File: config.mk
export PLATFORM = sky130hd
export DESIGN_NAME = mem_port_arbiter
export DESIGN_NICKNAME = d
export VERILOG_FILES = /design/src/rtl/simplearm_mem_pkg.sv /design/src/rtl/mem_port_arbiter_starve_counter.sv /design/src/rtl/mem_port_arbiter.sv
export SDC_FILE = /design/constraint.sdc
export NUM_CORES = 1
export LEC_CHECK = 0
export BUFFER_PORTS_ARGS = -buffer_cell sky130_fd_sc_hd__buf_4
export CAP_MARGIN = 20
export CORE_AREA = 2 2 103 105
export DETAILED_ROUTE_END_ITERATION = 8
export DIE_AREA = 0 0 105 107
export PLACE_DENSITY = 0.7
export SKIP_LAST_GASP = 1
export SYNTH_ARGS = -nofsm -noshare
export SYNTH_HDL_FRONTEND = slang
export SYNTH_HIERARCHICAL = 1
export SYNTH_SLANG_ARGS = --single-unit
File: constraint.sdc
create_clock -name clk -period 5.4 [get_ports clk]
set_input_delay 0.54 -clock clk [delete_from_list [all_inputs] [get_ports clk]]
set_output_delay 0.54 -clock clk [all_outputs]
set_load 0.02 [all_outputs]
File: src/rtl/simplearm_mem_pkg.sv
// Shared types and helpers for the SimpleARM unified memory path.
package simplearm_mem_pkg;

  localparam int WORD_W = 32;

  // Kind of access granted in the current cycle
  typedef enum logic [1:0] {
    ACC_NONE,
    ACC_IFETCH,
    ACC_LOAD,
    ACC_STORE
  } acc_kind_t;

  // Word accesses only: the low two byte-address bits must be zero
  function automatic logic is_aligned(input logic [WORD_W-1:0] addr);
    return (addr[1:0] == 2'b00);
  endfunction

endpackage

File: src/rtl/mem_port_arbiter_starve_counter.sv
// Saturating count of consecutive cycles a pending fetch has been denied.
module starve_counter #(
  parameter int CNT_W    = 4,
  parameter int MAX_WAIT = 4
) (
  input  logic clk,
  input  logic reset,
  input  logic inc,
  input  logic clr,
  output logic ge_max
);

  logic [CNT_W-1:0] cnt_reg;
  logic [CNT_W-1:0] cnt_next;

  // Next count: clear wins over increment; hold at all-ones instead of wrapping
  always_comb begin
    cnt_next = cnt_reg;
    if (clr) begin
      cnt_next = '0;
    end else if (inc && (cnt_reg != {CNT_W{1'b1}})) begin
      cnt_next = cnt_reg + 1'b1;
    end
  end

  // Count register
  always_ff @(posedge clk) begin
    if (reset) begin
      cnt_reg <= '0;
    end else begin
      cnt_reg <= cnt_next;
    end
  end

  assign ge_max = (cnt_reg >= CNT_W'(MAX_WAIT));

endmodule

File: src/rtl/mem_port_arbiter.sv
// Shares one single-port word memory between instruction fetch and data
// load/store. Data has priority; a starvation counter forces a fetch grant.
// Responses come back exactly one cycle after the grant.
module mem_port_arbiter
  import simplearm_mem_pkg::*;
#(
  parameter int MAX_WAIT = 4,
  parameter int CNT_W    = 4
) (
  input  logic              clk,
  input  logic              reset,
  input  logic              i_req,
  input  logic [WORD_W-1:0] i_addr,
  output logic              i_gnt,
  output logic              i_rvalid,
  output logic [WORD_W-1:0] i_rdata,
  output logic              i_err,
  input  logic              d_req,
  input  logic              d_we,
  input  logic [WORD_W-1:0] d_addr,
  input  logic [WORD_W-1:0] d_wdata,
  output logic              d_gnt,
  output logic              d_rvalid,
  output logic [WORD_W-1:0] d_rdata,
  output logic              d_err,
  output logic [WORD_W-1:0] mem_addr,
  output logic              mem_we,
  output logic [WORD_W-1:0] mem_wdata,
  input  logic [WORD_W-1:0] mem_rdata
);

  logic              ge_max;
  logic              force_i;
  logic              i_aligned;
  logic              d_aligned;
  acc_kind_t         acc_kind;

  logic              i_rvalid_reg;
  logic [WORD_W-1:0] i_rdata_reg;
  logic              i_err_reg;
  logic              d_rvalid_reg;
  logic [WORD_W-1:0] d_rdata_reg;
  logic              d_err_reg;

  assign i_aligned = is_aligned(i_addr);
  assign d_aligned = is_aligned(d_addr);
  assign force_i   = i_req && ge_max;

  // Grant selection; nothing is granted while reset is held so no write can slip through
  always_comb begin
    i_gnt    = 1'b0;
    d_gnt    = 1'b0;
    acc_kind = ACC_NONE;
    if (!reset) begin
      if (force_i) begin
        i_gnt    = 1'b1;
        acc_kind = ACC_IFETCH;
      end else if (d_req) begin
        d_gnt    = 1'b1;
        acc_kind = d_we ? ACC_STORE : ACC_LOAD;
      end else if (i_req) begin
        i_gnt    = 1'b1;
        acc_kind = ACC_IFETCH;
      end
    end
  end

  // Memory side: address follows the winner (fetch address when idle)
  assign mem_addr  = d_gnt ? d_addr : i_addr;
  assign mem_wdata = d_wdata;
  assign mem_we    = (acc_kind == ACC_STORE) && d_aligned;

  starve_counter #(
    .CNT_W    (CNT_W),
    .MAX_WAIT (MAX_WAIT)
  ) u_starve (
    .clk    (clk),
    .reset  (reset),
    .inc    (i_req && !i_gnt),
    .clr    (i_gnt || !i_req),
    .ge_max (ge_max)
  );

  // Fetch response register: data or error captured in the grant cycle
  always_ff @(posedge clk) begin
    if (reset) begin
      i_rvalid_reg <= 1'b0;
      i_rdata_reg  <= '0;
      i_err_reg    <= 1'b0;
    end else begin
      i_rvalid_reg <= i_gnt;
      if (i_gnt) begin
        i_rdata_reg <= i_aligned ? mem_rdata : '0;
        i_err_reg   <= !i_aligned;
      end
    end
  end

  // Data response register: loads return memory, stores return zero as an ack
  always_ff @(posedge clk) begin
    if (reset) begin
      d_rvalid_reg <= 1'b0;
      d_rdata_reg  <= '0;
      d_err_reg    <= 1'b0;
    end else begin
      d_rvalid_reg <= d_gnt;
      if (d_gnt) begin
        d_rdata_reg <= ((acc_kind == ACC_LOAD) && d_aligned) ? mem_rdata : '0;
        d_err_reg   <= !d_aligned;
      end
    end
  end

  assign i_rvalid = i_rvalid_reg;
  assign i_rdata  = i_rdata_reg;
  assign i_err    = i_err_reg;
  assign d_rvalid = d_rvalid_reg;
  assign d_rdata  = d_rdata_reg;
  assign d_err    = d_err_reg;

endmodule
[Word level (Yosys, flattened, before mapping)]
Cells that the tools add are included.
W data, S select, Z words.
Storage, ports and cells
  register bits: 72
  bits in latches: 0
  memory bits (writable): 0
  bits in read-only memories: 0
  bits of input ports: 133
  output and inout port bits: 135
  logic and storage cells: 40
  memories: 0
Cells by class
  add/sub/neg operators: 1
  $mul: 0
  div/mod/pow operators: 0
  order comparisons: 1
  equal/unequal tests: 3
  shift operators: 0
  muxes and demuxes: 15
  bitwise gates (word level): 0
  reductions and logical operators: 13
Operators by type and width (count)
  $mux W32: 3
  $mux W1: 9
  $mux W2: 3
  $logic_and A1 B1 Y1: 5
  $add A4 B1 Y4 const B: 1
  $eq A2 B2 Y1 const B: 2
  $ge A4 B3 Y1 const B: 1
  $logic_not A1 Y1: 4
  $logic_not A2 Y1: 2
  $ne A4 B4 Y1 const B: 1
  $reduce_or A2 Y1: 1
  $logic_or A1 B1 Y1: 1

[Depth between registers and ports, before layout]
Gate-level depths: netlist of run 1.
  depth after elaboration: 7
  depth in mapped cells: 8
  depth with buffers taken out: 7

[Hierarchy]
The synthesis of run 1 kept the hierarchy.
By module, submodules not included
  mem_port_arbiter: times used 1, cells an instance 301, area each 3163.0 µm², seq. area each 1361.3 µm²
  starve_counter: times used 1, cells an instance 22, area each 203.9 µm², seq. area each 80.1 µm²

[Least setup slack after synthesis of run 1]
OpenSTA, ideal clock, no wires.
  kind: input-to-output
  from: in i_req
  to: out mem_addr[23]
  arrival time: 1.650 ns
  required time: 4.860 ns
  path slack: 3.210 ns
  stages on the path: 5
  buffers on the path: 2
  path through: buf_6 > a21bo_4 > nor2_4 > buf_4 > mux2_2
Between the ends
  longest elaborated chain between the ends: 4
Ends and longest elaborated chain
  start: declaration: RTL line mem_port_arbiter.sv:12  | input logic i_req,
  $logic_and A1 B1 Y1: RTL line mem_port_arbiter.sv:47  | assign force_i = i_req && ge_max;
  $mux W1: RTL line mem_port_arbiter.sv:55  | if (force_i) begin
  $mux W1: RTL line mem_port_arbiter.sv:54  | if (!reset) begin
  via d_gnt: RTL line mem_port_arbiter.sv:22  | output logic d_gnt,
  $mux W32: RTL line mem_port_arbiter.sv:69  | assign mem_addr = d_gnt ? d_addr : i_addr;
  end: declaration: RTL line mem_port_arbiter.sv:26  | output logic [WORD_W-1:0] mem_addr,
The timed path passes the listed nets, and every way through them passes these cells.

[Worst setup path in the final report of run 1]
  from: reg u_starve.cnt_reg[3]
  to: out mem_addr[25]
Between the ends
  longest elaborated chain between the ends: 5
Ends and longest elaborated chain
  start: declaration: RTL line mem_port_arbiter_starve_counter.sv:13  | logic [CNT_W-1:0] cnt_reg;
  start signal: assignment: RTL line mem_port_arbiter_starve_counter.sv:31  | cnt_reg <= cnt_next;
  $ge A4 B3 Y1: RTL line mem_port_arbiter_starve_counter.sv:35  | assign ge_max = (cnt_reg >= CNT_W'(MAX_WAIT));
  via ge_max: RTL line mem_port_arbiter.sv:32  | logic ge_max;
  $logic_and A1 B1 Y1: RTL line mem_port_arbiter.sv:47
  $mux W1: RTL line mem_port_arbiter.sv:55
  $mux W1: RTL line mem_port_arbiter.sv:54
  $mux W32: RTL line mem_port_arbiter.sv:69
The timed path passes the listed nets, and every way through them passes these cells.

==> summary by stage, run 1 <==
Critical path
The terminus of the critical flop-to-flop path is d_rdata[9]$_SDFFE_PP0P_. The kind of capture point of the worst setup path is a primary output. The source of the worst register-to-register timing path is u_starve/cnt_reg[3]$_SDFFE_PP0P_. The path depth of the worst reg2reg path is 5.

Setup slack on the worst reg-to-reg path comes out at 3200 ps. The largest fanout on the critical path is 34. The worst setup path is launched from a register. The critical path is of the register to primary output type. The worst endpoint required time is just under 5000 ps. Data on the critical path arrives at its endpoint at 2550 ps.

The launching instance or port of the critical path is u_starve/cnt_reg[3]$_SDFFE_PP0P_.

Drt
The count of nets left with antenna violations after detail routing is 0. The wire length per cell after detailed routing is about 16 um. The via count is 2884. In the routed design, unresolved DRC markers number 0. The detailed-route vias per instance is 4.59. The wire length after detailed routing is 9.89 mm. In this run, the number of DRC markers left after iteration 0 of detailed routing was 107. The first TritonRoute pass finished after 6 iterations.

GRT
For this run, the total global-route usage over all layers was measured as between 10% and 20%. Entering global routing, the biggest net connects 47 pins. The number of antenna violations at the first check in global routing is 0.

The total grt overflow is 0. The first global-routing pass estimated 15.0 mm of wire. The number of global-route vias before repair was 2873.

Synthesis
The synthesized area per cell is 10.4 um^2. The gate count after technology mapping is 323. The count of flip-flops with a built-in enable after synthesis is 0. In the synthesized netlist the dominant register cell turns out to be sky130_fd_sc_hd__dfxtp_1. Counting every net in the synthesized netlist gives 457. For this run, asynchronously set or reset flops after synthesis account for 0%.

The flip-flop and latch count after synthesis is 72. For this run, the number of Yosys warnings is 6. After synthesis the cells add up to 0.00337 mm^2. Synthesis instantiated 32 different standard cells from the library. Sequential cells were found to cover between 40% and 50% of the synthesized design area.

Layout
After the last flow step, the layout net total stands at 622. The core occupancy in the finished layout is 48.9%. The finished cells cover 0.00493 mm^2. The number of inserted diodes is 0. The area growth from synthesis to layout is 46.5%. The fraction of layout cells with a size suffix above 1 is 52.0%.

Clock tree
The clock transition at the registers of the reported paths is 80 ps. The sink count of the clock tree is 72. The clock passes through at most 2 buffers. The H-tree was split into 3 levels. The clock root buffer master is sky130_fd_sc_hd__clkbuf_8. The source-to-sink clock delay at the later pin of the worst-skew pair is 330 ps. The quantity of hold-fixing buffers added after cts is 0. The post-CTS setup buffer count is 0.

The number of buffers inserted during clock tree synthesis is 9. After clock tree synthesis, the repair step resized 0 gates. The TritonCTS clock tree is built.

Min path
The startpoint of the worst hold path is mem_rdata[18]. The worst min-delay path endpoint is d_rdata[18]$_SDFFE_PP0P_. The number of cells traversed by the worst hold path is 2. The type of the most critical hold path is input pin to register.

Pwr
The switching share of total power is around a quarter. The net switching power figure is 0.312 mW. In this run, the clock network consumes a little over a third of the power. In this run the static leakage power is 2.36 nW. Combinational logic is responsible for 18.9% of the overall power.

The worst-case vdd ir drop is ~0.00016 V. The internal power contribution is 0.872 mW. The sequential share of power is a little under half. The power density of the placed cells is 240 mW/mm^2.

Timing
On the final layout, the worst clock skew is around 10 ps. Headroom to the max-slew limit came out at 38.0%. For the pin with the worst max-slew slack, the measured transition is 928 ps. Once routing completed, OpenROAD measured the worst setup slack at 2310 ps.

The final-report hold violation count is 0. The final worst-path cycle share is between 50% and 60%. Setup violations remaining at the end of the flow were counted as 0. The count of pins over their slew limit is 0.

The maximum frequency from static timing analysis is 323 MHz. Adding up every negative setup slack in the final design gives 0 ps. The routed design could run at a clock period as short as 3090 ps.

Setup repair after global routing left no endpoint under its margin.

Placed design
The final weighted congestion in routability-driven placement is 0.736. In this run the cell area measured after placement is 0.00472 mm^2. The wire-length estimate of the detail-placed layout is around 7.5 mm.

Before CTS, the worst setup slack after placement is 2650 ps. In this run the tool buffered the top-level ports with 203 buffer cells.

Die
268 I/O pins were placed. The die covers 0.0112 mm^2. The chip height is 107 um.

In this run the core area contains 37 standard-cell rows. In this run the horizontal extent of the chip is 105 um. For this configuration, the core starts out at a cell density of 33.4%. The total area inside the core boundary comes to between 0.01 and 0.015 mm^2.

Outcome
The run finished with clean final reports.

Flow run
Max-cap violations in this run came to 0.
[worst max-delay path, stage by stage, from the launching register on]
cell	delay, ps
sky130_fd_sc_hd__dfxtp_1	340
sky130_fd_sc_hd__or2_2	330
sky130_fd_sc_hd__a21bo_4	240
sky130_fd_sc_hd__nor2_4	700
sky130_fd_sc_hd__mux2_2	430
sky130_fd_sc_hd__buf_4	160
[cell usage after synthesis (2+ instances only)]
cell type | instances | area, um^2
sky130_fd_sc_hd__a21oi_1 | 2 | 10.0
sky130_fd_sc_hd__dfxtp_1 | 72 | 1440
sky130_fd_sc_hd__clkbuf_1 | 4 | 15.0
sky130_fd_sc_hd__a22o_1 | 32 | 280
sky130_fd_sc_hd__mux2_2 | 26 | 293
sky130_fd_sc_hd__mux2_1 | 6 | 67.6
sky130_fd_sc_hd__buf_6 | 4 | 45.0
sky130_fd_sc_hd__and3_1 | 2 | 12.5
sky130_fd_sc_hd__buf_4 | 35 | 263
sky130_fd_sc_hd__mux2i_1 | 34 | 340
sky130_fd_sc_hd__nand2_1 | 36 | 135
sky130_fd_sc_hd__nor2_1 | 9 | 33.8
sky130_fd_sc_hd__buf_2 | 10 | 50.1
sky130_fd_sc_hd__nand2b_1 | 33 | 206
[cell usage in the layout, fill, tap and decap left out, drive strengths merged, types with 2 or more instances in the layout]
cell      count
a21oi         2
a22o         32
and3          2
buf         207
clkbuf        9
clkinvlp      2
dfxtp        72
inv           2
mux2         32
mux2i        34
nand2        37
nand2b       34
nor2         10
[logic make-up after synthesis]
logic type,count (synthesis),synth area share (%)
buffers and inverters,53,11.1
adder cells (fa/ha/maj),1,0.372
AND/OR/NAND/NOR,89,14.3
flip-flops,72,42.8
multiplexers,66,20.8
AO/OA/AOI/OAI,42,10.7
[layout make-up]
class,count,area [um^2]
repair buffers,207,1570
clock inverters,6,67.6
clock buffers,9,124
well taps,136,170
multi-input cells,198,1560
flip-flops and latches,72,1440
fillers,987,5160
[worst max-delay path by stage]
stage,endpoint,slack (ps),cells after the start
floorplan,mem_addr[23],3210,5
global placement,mem_addr[25],2740,5
detailed placement,mem_addr[25],2650,5
CTS,mem_addr[25],2300,5
global route,mem_addr[25],2170,5
finish,mem_addr[25],2310,5
[metrics by stage]
stage	hold slack [ps]	total power, mW	cells
after floorplan	455	0.700	323
after global placement	461	0.779	612
after detailed placement	466	0.782	612
after CTS	396	1.20	627
after global routing	394	1.24	628
final	416	1.18	628
[metal layers]
layer / share of wire [%] / global-route usage [%]
met4: 0.56 / 4.00
met2: 48 / 26.1
met3: 8.6 / 6.99
met5: 0 / 0
met1: 43 / 21.3
[power by group through the flow]
stage / Sequential (mW) / Clock (mW) / Combinational [mW]
after floorplan: 0.570 / 0 / 0.130
after detailed placement: 0.558 / 0 / 0.223
after global routing: 0.547 / 0.458 / 0.237
after CTS: 0.546 / 0.430 / 0.224
final: 0.546 / 0.414 / 0.223
after global placement: 0.558 / 0 / 0.220
Note: power is estimated with default switching activity, not from simulation.
==> run 2: changes to the inputs <==
- CORE_AREA: 2 2 103 105 -> 2 2 104 106
- DIE_AREA: 0 0 105 107 -> 0 0 106 108
- PLACE_DENSITY: 0.7 -> 0.69
- clock period: 5.4 -> 3 ns (I/O delays scaled with it)
==> run 2 against run 1 <==
Cell count up 0.32%. Combinational power grew 83%. Die area is 1.9% higher. Power is 94% higher. Clock power up 120%. Sequential share of layout area is 0.26 points lower. Critical endpoint is now mem_addr[17]. Sequential power grew 80%. Critical path type unchanged. Via count increased by 3.0%.
==> summary by stage, run 2 (same netlist as run 1, synthesis figures left out) <==
Clock tree
CTS built an H-tree with a depth of 3. After clock tree synthesis, the clock-pin slew on the worst setup and hold paths is 80 ps. The source-to-sink clock delay at the later pin of the worst-skew pair is about 340 ps. TritonCTS built the clock tree. The cell sitting at the root of the clock tree is a sky130_fd_sc_hd__clkbuf_8. In this run, post-CTS hold repair placed 0 buffers.

Clock tree synthesis inserted a total of 9 buffers. Buffers added to address setup during post-CTS repair amount to 0. The count of instances resized after the clock tree is built is 0. The clock passes through at most 2 buffers. The tree built by TritonCTS fans out to between 70 and 80 sinks.

GRT
The largest net degree at the start of global routing is 47. The number of antenna violations at the first check in global routing is 0. The first global-routing pass estimated 15.5 mm of wire. Global routing used 17.2% of the available tracks. The number of global-route vias before repair is around 2800. The total grt overflow is 0.

Critical path
The kind of capture point of the worst setup path is a primary output. Of all nets on the critical path, the largest fanout is 32. At the worst endpoint, the required time is 2700 ps.

The critical path start-end classification is register to primary output. Measured in cells, the most critical reg-to-reg path has a length of 7. Setup slack on the worst reg-to-reg path comes out at 820 ps.

Data on the critical path arrives at its endpoint at 2300 ps. The endpoint identified for the worst register-to-register timing path is u_starve/cnt_reg[3]$_SDFFE_PP0P_. The element type at the critical path start is a register. In this run the critical register-to-register path is launched from u_starve/cnt_reg[3]$_SDFFE_PP0P_.

Drt
The wire length per cell after detailed routing is 17.2 um. For this run, design rule violations remaining after detail routing come to 0. The count of nets left with antenna violations after detail routing is 0.

Wires add up to between 10 and 15 mm. In the routed layout, each cell is associated on average with a via count of 4.72. Detailed routing inserted a total of 2971 vias.

For this block, the initial DRC count from the detailed router was 119. The first-pass iteration count of the detailed router is 4.

Min path
The startpoint identified for the worst hold timing path is mem_rdata[16]. The path with the worst hold slack has its endpoint at d_rdata[16]$_SDFFE_PP0P_. The min-delay analysis places its worst path in the category input pin to register. The number of cells traversed by the worst hold path is 2.

Die
The chip height is about 110 um. After floorplanning, the core was sized to cover 0.0102 mm^2. The initial standard-cell utilization of the core is roughly a third.

The total number of placement rows is 37. about 270 I/O pins were placed. The floorplan step defined a die boundary enclosing 0.0114 mm^2. Measured along the x axis, the die boundary spans 106 um.

Outcome
The flow ran to the end, and the final reports show no timing, DRC or antenna violations.

Timing
After layout, the worst path uses between 80% and 90% of the clock period. Setup violations remaining at the end of the flow were counted as 0. Setup repair after global routing left no endpoint under its margin. For the final database, setup skew stands at between 8 and 9 ps. At the pin with the least slew margin, the transition time is just under 800 ps. The worst hold-check slack is around 180 ps. The count of pins over their slew limit is 0. The final critical-path required period is 2600 ps. In the final timing run, aggregate negative setup slack is 0 ps. Static timing analysis puts the maximum clock frequency at 385 MHz. In this run the tightest slew margin relative to its limit is 47.5%. The final-report hold violation count came to 0.

Layout
From synthesis to final layout, the design area changed by 47.8%. The final net count is 624. The fill cell total of the finished layout is between 900 and 1000. The number of antenna diodes in the final layout is 0. In the layout the commonest cells are 209 x sky130_fd_sc_hd__buf_4, 72 x sky130_fd_sc_hd__dfxtp_1, 36 x sky130_fd_sc_hd__nand2_1.

The commonest non-fill, non-tap cell in the layout is sky130_fd_sc_hd__buf_4. The fraction of layout cells with a size suffix above 1 is between 50% and 60%.

Placed design
The sum of net half-perimeters after detailed placement is 8.14 mm. The number of buffers added on ports is slightly above 200. The final weighted congestion in routability-driven placement is 0.714.

Pwr
Dividing total power by cell area gives a power density of 462 mW/mm^2. The worst-case IR drop observed on VDD is approximately 0.00030 V. Summed over all cells, the static leakage comes to about 2.4 nW.

Flow run
Across the run, the number of max-cap violations was 0.
[run 2: changes by cell type in the layout (fill, tap and decap cells not counted)]
cell	change
sky130_fd_sc_hd__buf_4	+3
sky130_fd_sc_hd__bufinv_16	+2
sky130_fd_sc_hd__inv_6	-2
sky130_fd_sc_hd__buf_12	-1
sky130_fd_sc_hd__clkbuf_1	+1
sky130_fd_sc_hd__clkinv_2	-1
sky130_fd_sc_hd__clkinv_4	+1
sky130_fd_sc_hd__clkinvlp_4	-1
[run 2: stage by stage]
stage               instance area [um^2]  cells  util [%]  setup WS (ps)  total power, mW
finish                              4980    630      48.6            402             2.30
global route                        4980    630      48.6            301             2.39
CTS                                 4980    630      48.6            381             2.33
detailed placement                  4740    615      46.3            770             1.41
global placement                    4740    615      46.3            837             1.41
floorplan                           3370    323         -           1040             1.26
[run 2: worst max path at each step]
| stage | cells past startpoint | end | startpoint |
|---|---|---|---|
| floorplan | 8 | u_starve/cnt_reg[3]$_SDFFE_PP0P_ | u_starve/cnt_reg[3]$_SDFFE_PP0P_ |
| finish | 6 | mem_addr[17] | u_starve/cnt_reg[3]$_SDFFE_PP0P_ |
| global route | 6 | mem_addr[25] | u_starve/cnt_reg[3]$_SDFFE_PP0P_ |
| detailed placement | 7 | u_starve/cnt_reg[3]$_SDFFE_PP0P_ | u_starve/cnt_reg[3]$_SDFFE_PP0P_ |
| CTS | 6 | mem_addr[17] | u_starve/cnt_reg[3]$_SDFFE_PP0P_ |
| global placement | 7 | u_starve/cnt_reg[3]$_SDFFE_PP0P_ | u_starve/cnt_reg[3]$_SDFFE_PP0P_ |
[run 2: power breakdown]
| group | internal (mW) | switching (mW) |
|---|---|---|
| Clock | 0.550 | 0.358 |
| Combinational | 0.212 | 0.196 |
| Sequential | 0.973 | 0.00986 |
| Total | 1.74 | 0.563 |
[run 2: routing by layer]
metal	vias to the layer above	GRT usage, %	share of wire, %
met5	-	0	0
met4	0	5.73	1.8
met3	25	5.06	6.9
met2	117	26.2	46
met1	1412	23.4	45
li1	1417	-	-
[run 2: cell type report]
class	instances	area [um^2]	share of cell area (%)
Sequential cell	72	1440	29.0
Clock buffer	10	128	2.56
Tap cell	136	170	3.42
Timing Repair Buffer	209	1570	31.5
Clock inverter	5	106	2.14
Multi-Input combinational cell	198	1560	31.4
[run 2: worst max-delay path: stages (launching register included)]
cell	delay [ps]
sky130_fd_sc_hd__dfxtp_1	340
sky130_fd_sc_hd__or2_2	330
sky130_fd_sc_hd__a21bo_4	240
sky130_fd_sc_hd__nor2_4	110
sky130_fd_sc_hd__buf_4	380
sky130_fd_sc_hd__mux2_2	400
sky130_fd_sc_hd__buf_4	160
